<file path="src/rtl/fetch_pkg.sv">
// Shared constants and the queue-entry record for the instruction fetch unit.
package fetch_pkg;

  localparam int unsigned DefAddrW  = 32;
  localparam int unsigned DefDataW  = 32;
  localparam int unsigned DefQDepth = 4;
  localparam logic [DefAddrW-1:0] DefResetPc = '0;

  typedef struct packed {
    logic [DefDataW-1:0] instr;
    logic [DefAddrW-1:0] pc;
  } fetch_entry_t;

endpackage

</file>
<file path="src/rtl/fetch_if.sv">
// Fetch unit bus: instruction-memory request side plus decode-facing output queue.
interface fetch_if #(
  parameter int unsigned ADDR_W = 32,
  parameter int unsigned DATA_W = 32,
  parameter int unsigned QDEPTH = 4
) ();
  localparam int unsigned CntW = $clog2(QDEPTH) + 1;

  logic              imem_req;
  logic [ADDR_W-1:0] imem_addr;
  logic [DATA_W-1:0] imem_rdata;
  logic              redirect_valid;
  logic [ADDR_W-1:0] redirect_pc;
  logic              out_valid;
  logic              out_ready;
  logic [DATA_W-1:0] out_instr;
  logic [ADDR_W-1:0] out_pc;
  logic [ADDR_W-1:0] out_pc_plus4;
  logic [CntW-1:0]   q_count;

  modport master (
    output imem_req, imem_addr, out_valid, out_instr, out_pc, out_pc_plus4, q_count,
    input  imem_rdata, redirect_valid, redirect_pc, out_ready
  );

  modport slave (
    input  imem_req, imem_addr, out_valid, out_instr, out_pc, out_pc_plus4, q_count,
    output imem_rdata, redirect_valid, redirect_pc, out_ready
  );
endinterface

</file>
<file path="src/rtl/fetch_queue.sv">
// Synchronous power-of-two FIFO with flush; push to a full queue is accepted only
// when a pop frees the head in the same cycle.
module fetch_queue import fetch_pkg::*; #(
  parameter type         entry_t = fetch_entry_t,
  parameter int unsigned Depth   = DefQDepth
) (
  input  logic                   clk,
  input  logic                   rst,
  input  logic                   flush_i,
  input  logic                   push_i,
  input  entry_t                 data_i,
  input  logic                   pop_i,
  output entry_t                 data_o,
  output logic                   full_o,
  output logic                   empty_o,
  output logic [$clog2(Depth):0] count_o
);
  localparam int unsigned PtrW = $clog2(Depth);
  localparam int unsigned CntW = PtrW + 1;

  entry_t            mem_q [Depth];
  logic [PtrW-1:0]   wr_ptr_d, wr_ptr_q;
  logic [PtrW-1:0]   rd_ptr_d, rd_ptr_q;
  logic [CntW-1:0]   count_d, count_q;
  logic              do_push, do_pop;

  always_comb begin
    empty_o = (count_q == '0);
    full_o  = (count_q == CntW'(Depth));
    do_pop  = pop_i & ~empty_o;
    do_push = push_i & (~full_o | do_pop);
    // Pointers wrap naturally because Depth is a power of two.
    wr_ptr_d = wr_ptr_q + PtrW'(do_push);
    rd_ptr_d = rd_ptr_q + PtrW'(do_pop);
    count_d  = count_q + CntW'(do_push) - CntW'(do_pop);
    if (flush_i) begin
      wr_ptr_d = '0;
      rd_ptr_d = '0;
      count_d  = '0;
    end
    data_o  = mem_q[rd_ptr_q];
    count_o = count_q;
  end

  always_ff @(posedge clk) begin
    if (rst) begin
      wr_ptr_q <= '0;
      rd_ptr_q <= '0;
      count_q  <= '0;
    end else begin
      wr_ptr_q <= wr_ptr_d;
      rd_ptr_q <= rd_ptr_d;
      count_q  <= count_d;
    end
  end

  always_ff @(posedge clk) begin
    if (do_push) begin
      mem_q[wr_ptr_q] <= data_i;
    end
  end

endmodule

</file>
<file path="src/rtl/fetch_unit.sv">
// Instruction fetch: credit-limited sequential fetch into a small queue, with
// redirect flush and one-cycle memory latency tracking.
module fetch_unit import fetch_pkg::*; #(
  parameter int unsigned       ADDR_W   = DefAddrW,
  parameter int unsigned       DATA_W   = DefDataW,
  parameter int unsigned       QDEPTH   = DefQDepth,
  parameter logic [ADDR_W-1:0] RESET_PC = ADDR_W'(DefResetPc)
) (
  input logic     clk,
  input logic     rst,
  fetch_if.master bus
);
  localparam int unsigned CntW = $clog2(QDEPTH) + 1;

  if ((QDEPTH < 2) || ((QDEPTH & (QDEPTH - 1)) != 0)) begin : g_bad_depth
    $error("fetch_unit: QDEPTH must be a power of two and at least 2");
  end

  typedef struct packed {
    logic [DATA_W-1:0] instr;
    logic [ADDR_W-1:0] pc;
  } entry_t;

  logic [ADDR_W-1:0] fetch_pc_d, fetch_pc_q;
  logic [ADDR_W-1:0] inflight_pc_d, inflight_pc_q;
  logic              inflight_d, inflight_q;
  logic [CntW-1:0]   count, used;
  logic              empty, queue_full_unused;
  logic              req, push, pop, valid;
  entry_t            head, push_entry;

  // A request is only issued if its response is guaranteed a free slot.
  always_comb begin
    used       = count + CntW'(inflight_q);
    req        = ~rst & ~bus.redirect_valid & (used < CntW'(QDEPTH));
    push       = inflight_q & ~bus.redirect_valid & ~rst;
    valid      = ~rst & ~empty;
    pop        = valid & bus.out_ready;
    push_entry = '{instr: bus.imem_rdata, pc: inflight_pc_q};
  end

  always_comb begin
    fetch_pc_d    = fetch_pc_q;
    inflight_d    = req;
    inflight_pc_d = fetch_pc_q;
    if (bus.redirect_valid) begin
      fetch_pc_d = bus.redirect_pc & ~ADDR_W'(3);
    end else if (req) begin
      fetch_pc_d = fetch_pc_q + ADDR_W'(4);
    end
  end

  always_ff @(posedge clk) begin
    if (rst) begin
      fetch_pc_q    <= RESET_PC;
      inflight_q    <= 1'b0;
      inflight_pc_q <= '0;
    end else begin
      fetch_pc_q    <= fetch_pc_d;
      inflight_q    <= inflight_d;
      inflight_pc_q <= inflight_pc_d;
    end
  end

  fetch_queue #(
    .entry_t (entry_t),
    .Depth   (QDEPTH)
  ) u_queue (
    .clk     (clk),
    .rst     (rst),
    .flush_i (bus.redirect_valid),
    .push_i  (push),
    .data_i  (push_entry),
    .pop_i   (pop),
    .data_o  (head),
    .full_o  (queue_full_unused),
    .empty_o (empty),
    .count_o (count)
  );

  always_comb begin
    bus.imem_req     = req;
    bus.imem_addr    = rst ? RESET_PC : fetch_pc_q;
    bus.out_valid    = valid;
    bus.out_instr    = rst ? '0 : head.instr;
    bus.out_pc       = rst ? '0 : head.pc;
    bus.out_pc_plus4 = rst ? '0 : head.pc + ADDR_W'(4);
    bus.q_count      = rst ? '0 : count;
  end

endmodule

</file>
<file path="src/flat_wrapper.sv">
// flat-port wrapper written by rule: the top's interface ports become plain ports
module fetch_unit_flat import fetch_pkg::*;
#(
  parameter int unsigned       ADDR_W   = DefAddrW,
  parameter int unsigned       DATA_W   = DefDataW,
  parameter int unsigned       QDEPTH   = DefQDepth,
  parameter logic [ADDR_W-1:0] RESET_PC = ADDR_W'(DefResetPc)
)
  (clk, rst, bus_imem_req, bus_imem_addr, bus_out_valid, bus_out_instr, bus_out_pc, bus_out_pc_plus4, bus_q_count, bus_imem_rdata, bus_redirect_valid, bus_redirect_pc, bus_out_ready);
  fetch_if #(.ADDR_W(ADDR_W), .DATA_W(DATA_W), .QDEPTH(QDEPTH)) bus_i ();
  input logic clk;
  input logic rst;
  output wire logic [$bits(bus_i.imem_req)-1:0] bus_imem_req;
  output wire logic [$bits(bus_i.imem_addr)-1:0] bus_imem_addr;
  output wire logic [$bits(bus_i.out_valid)-1:0] bus_out_valid;
  output wire logic [$bits(bus_i.out_instr)-1:0] bus_out_instr;
  output wire logic [$bits(bus_i.out_pc)-1:0] bus_out_pc;
  output wire logic [$bits(bus_i.out_pc_plus4)-1:0] bus_out_pc_plus4;
  output wire logic [$bits(bus_i.q_count)-1:0] bus_q_count;
  input wire logic [$bits(bus_i.imem_rdata)-1:0] bus_imem_rdata;
  input wire logic [$bits(bus_i.redirect_valid)-1:0] bus_redirect_valid;
  input wire logic [$bits(bus_i.redirect_pc)-1:0] bus_redirect_pc;
  input wire logic [$bits(bus_i.out_ready)-1:0] bus_out_ready;
  assign bus_imem_req = bus_i.imem_req;
  assign bus_imem_addr = bus_i.imem_addr;
  assign bus_out_valid = bus_i.out_valid;
  assign bus_out_instr = bus_i.out_instr;
  assign bus_out_pc = bus_i.out_pc;
  assign bus_out_pc_plus4 = bus_i.out_pc_plus4;
  assign bus_q_count = bus_i.q_count;
  assign bus_i.imem_rdata = bus_imem_rdata;
  assign bus_i.redirect_valid = bus_redirect_valid;
  assign bus_i.redirect_pc = bus_redirect_pc;
  assign bus_i.out_ready = bus_out_ready;
  fetch_unit #(.ADDR_W(ADDR_W), .DATA_W(DATA_W), .QDEPTH(QDEPTH), .RESET_PC(RESET_PC)) u_core (.clk(clk), .rst(rst), .bus(bus_i));
endmodule
</file>
<file path="config.mk">
export PLATFORM = sky130hd
export DESIGN_NAME = fetch_unit_flat
export DESIGN_NICKNAME = d
export VERILOG_FILES = /design/src/rtl/fetch_pkg.sv /design/src/rtl/fetch_if.sv /design/src/rtl/fetch_queue.sv /design/src/rtl/fetch_unit.sv /design/src/flat_wrapper.sv
export SDC_FILE = /design/constraint.sdc
export NUM_CORES = 1
export LEC_CHECK = 0
export ABC_AREA = 0
export CORE_MARGIN = 2
export CORE_UTILIZATION = 40
export CTS_CLUSTER_DIAMETER = 200
export DETAILED_ROUTE_END_ITERATION = 10
export PLACE_DENSITY_LB_ADDON = 0.2
export SYNTH_ARGS = -nofsm -noshare
export SYNTH_HDL_FRONTEND = slang
export SYNTH_HIERARCHICAL = 1
export SYNTH_SLANG_ARGS = --single-unit
</file>
<file path="constraint.sdc">
create_clock -name clk -period 12.3 [get_ports clk]
set_clock_uncertainty 0.1 [all_clocks]
set_input_delay 1.23 -clock clk [delete_from_list [all_inputs] [get_ports clk]]
set_output_delay 1.23 -clock clk [all_outputs]
set_load 0.02 [all_outputs]
</file>
==> results.json <==
{
  "cts_resized": 0,
  "rows": 67,
  "start_kind": "flop",
  "final_common_cell": "edfxtp_1",
  "nFillCells": 2822,
  "grt_start_max_net_pins": 96,
  "cts_root_buf": "clkbuf_16",
  "cts_setup_buffers": 0,
  "ios": 201,
  "relSlewSlack_pct": 26.9,
  "antenna_found_initial": 0,
  "cts_buffer_depth": 3,
  "globalRouteTotalUtil_pct": 16.9,
  "fmax_mhz": 169,
  "antenna_cells": 0,
  "avgSynthCellArea_sq_um": 15.8,
  "grt_pass1_wl_um": 45600,
  "pwr_density_cell_nw_per_um2": 141,
  "cp-end-kind": "output pin",
  "finalMaxSlewViolations": 0,
  "cts_inserted_buffers": 35,
  "hold_class": "reg2reg",
  "cap_viol_max_count": 0,
  "worst_slew_pin_slew_ns": 1.09,
  "finalWirelength_um": 29700,
  "h-tree-depth": 2,
  "yosysWarnings": 6,
  "grt-ovfl-total": 0,
  "drtIter0Drc": 476,
  "status": "finished, final reports clean",
  "grt_pass1_vias": 7830,
  "die-area_sq_um": 35100,
  "core_area_sq_um": 33300,
  "leakagePower_nw": 5.48,
  "drive_above_1_share_pct": 13.4,
  "irDropWorstVdd_mv": 0.0807,
  "dp_hpwl_um": 19000,
  "max_stage_delay_ns": 0.76,
  "area_delta_synth_final_pct": 26.6,
  "rsz0062_at_grt": "false",
  "clk_pin_slew_ns": 0.06,
  "arrival_ns": 4.58,
  "finalPower_mw": 2.41,
  "cpMostUsedCell": "or3_1",
  "finalSetupTns_ns": 0,
  "nets": 1137,
  "routabilityCongestion": 0.855,
  "die_h_um": 187,
  "cp_cell_sequence": "buf_4 -> mux4_2 -> ha_1 -> inv_1 -> or3_1 -> or3_1 -> a21oi_1 -> clkdlybuf4s50_1",
  "worstSetupPathType": "reg2out",
  "syn_inst": 853,
  "wl_per_cell_um": 19.3,
  "fin_crit_sh_pct": 48.1,
  "period_needed_ns": 5.91,
  "setup_viol": 0,
  "drc": 0,
  "crit_fanout": 42,
  "viasPerCell": 5.06,
  "syn-cell-area_sq_um": 13400,
  "cts_hold_buf": 0,
  "cp_slowest_cell": "buf_4",
  "dieWidth_um": 187,
  "cts.sinks": 324,
  "first_pass_iters": 4,
  "port-buffer-count": 196,
  "worstSkewPairLatency_ns": 0.51,
  "initial_core_util_pct": 40.4,
  "cts_tree": "done",
  "final_util_pct": 51.2,
  "hold_viol_final": 0,
  "required_ns": 10.97,
  "num_vias": 7787,
  "final_cell_mix": "edfxtp_1 (256), clkdlybuf4s50_1 (195), nor2b_1 (95)",
  "drtAntennaViolNets": 0
}
-- metal layers --
metal | wire length (um) | GRT usage (%)
met1 | 13400 | 23.5
met2 | 14100 | 27.6
met3 | 1660 | 3.00
met4 | 470 | 4.18
met5 | 0 | 0
-- area by class of cell --
| cell class | instances | area, sq um | share of cell area, % |
|---|---|---|---|
| repair buffers | 210 | 2060 | 12.1 |
| inverters | 11 | 41.3 | 0.243 |
| clock inverters | 17 | 209 | 1.23 |
| flip-flops and latches | 324 | 9060 | 53.2 |
| well taps | 448 | 561 | 3.29 |
| multi-input cells | 481 | 4110 | 24.2 |
| clock buffers | 47 | 982 | 5.77 |
-- path summary, 6_finish.rpt --
path / startpoint / endpoint / slack, ns / cells after the start
setup / recovery: u_core/u_queue/rd_ptr_q[0]$_SDFF_PP0_ / bus_out_pc_plus4[14] / 6.39 / 8
hold / removal: u_core/inflight_pc_q[19]$_DFF_P_ / u_core/u_queue/mem_q[2][19]$_DFFE_PP_ / 0.37 / 0
setup reg to reg: u_core/u_queue/count_o[1]$_SDFF_PP0_ / u_core/u_queue/mem_q[3][5]$_DFFE_PP_ / 9.58 / 6
hold reg to reg: u_core/inflight_pc_q[19]$_DFF_P_ / u_core/u_queue/mem_q[2][19]$_DFFE_PP_ / 0.37 / 0
-- sequential cells by signal, summed over array words and instances, names as in the netlist --
name / cells
u_core/u_queue/wr_ptr_q: 2
u_core/inflight_pc_q: 30
u_core/inflight_q: 1
u_core/u_queue/mem_q: 256
u_core/fetch_pc_q: 30
u_core/u_queue/count_o: 3
u_core/u_queue/rd_ptr_q: 2
-- worst max-delay path: cells and delay by family, from the launching register on --
family | cells | cell delay, ns
adder cells (fa/ha/maj) | 1 | 0.40
AND/OR/NAND/NOR | 2 | 0.84
AO/OA/AOI/OAI | 1 | 0.16
buffers and inverters | 3 | 1.46
multiplexers | 1 | 0.52
flip-flops | 1 | 0.66
-- power by group --
part           total (mW)  leakage, nW  internal [mW]  switching, mW
combinational       0.136         2.03         0.0654         0.0710
sequential           1.21         2.88           1.20         0.0139
clock                1.06        0.576          0.650          0.410
total                2.41         5.48           1.91          0.495
-- stage by stage --
stage	worst slack (ns)	std cells	cell area (sq um)	hold WS, ns
5_1_grt	5.98	1538	17000	0.393
3_3_place_gp	6.72	1474	15800	0.352
6_report	6.39	1538	17000	0.371
2_1_floorplan	2.86	862	13500	0.338
4_1_cts	6.19	1538	17000	0.369
3_5_place_dp	6.75	1474	15800	0.358
No activity file was read; power rests on OpenSTA's default activity.
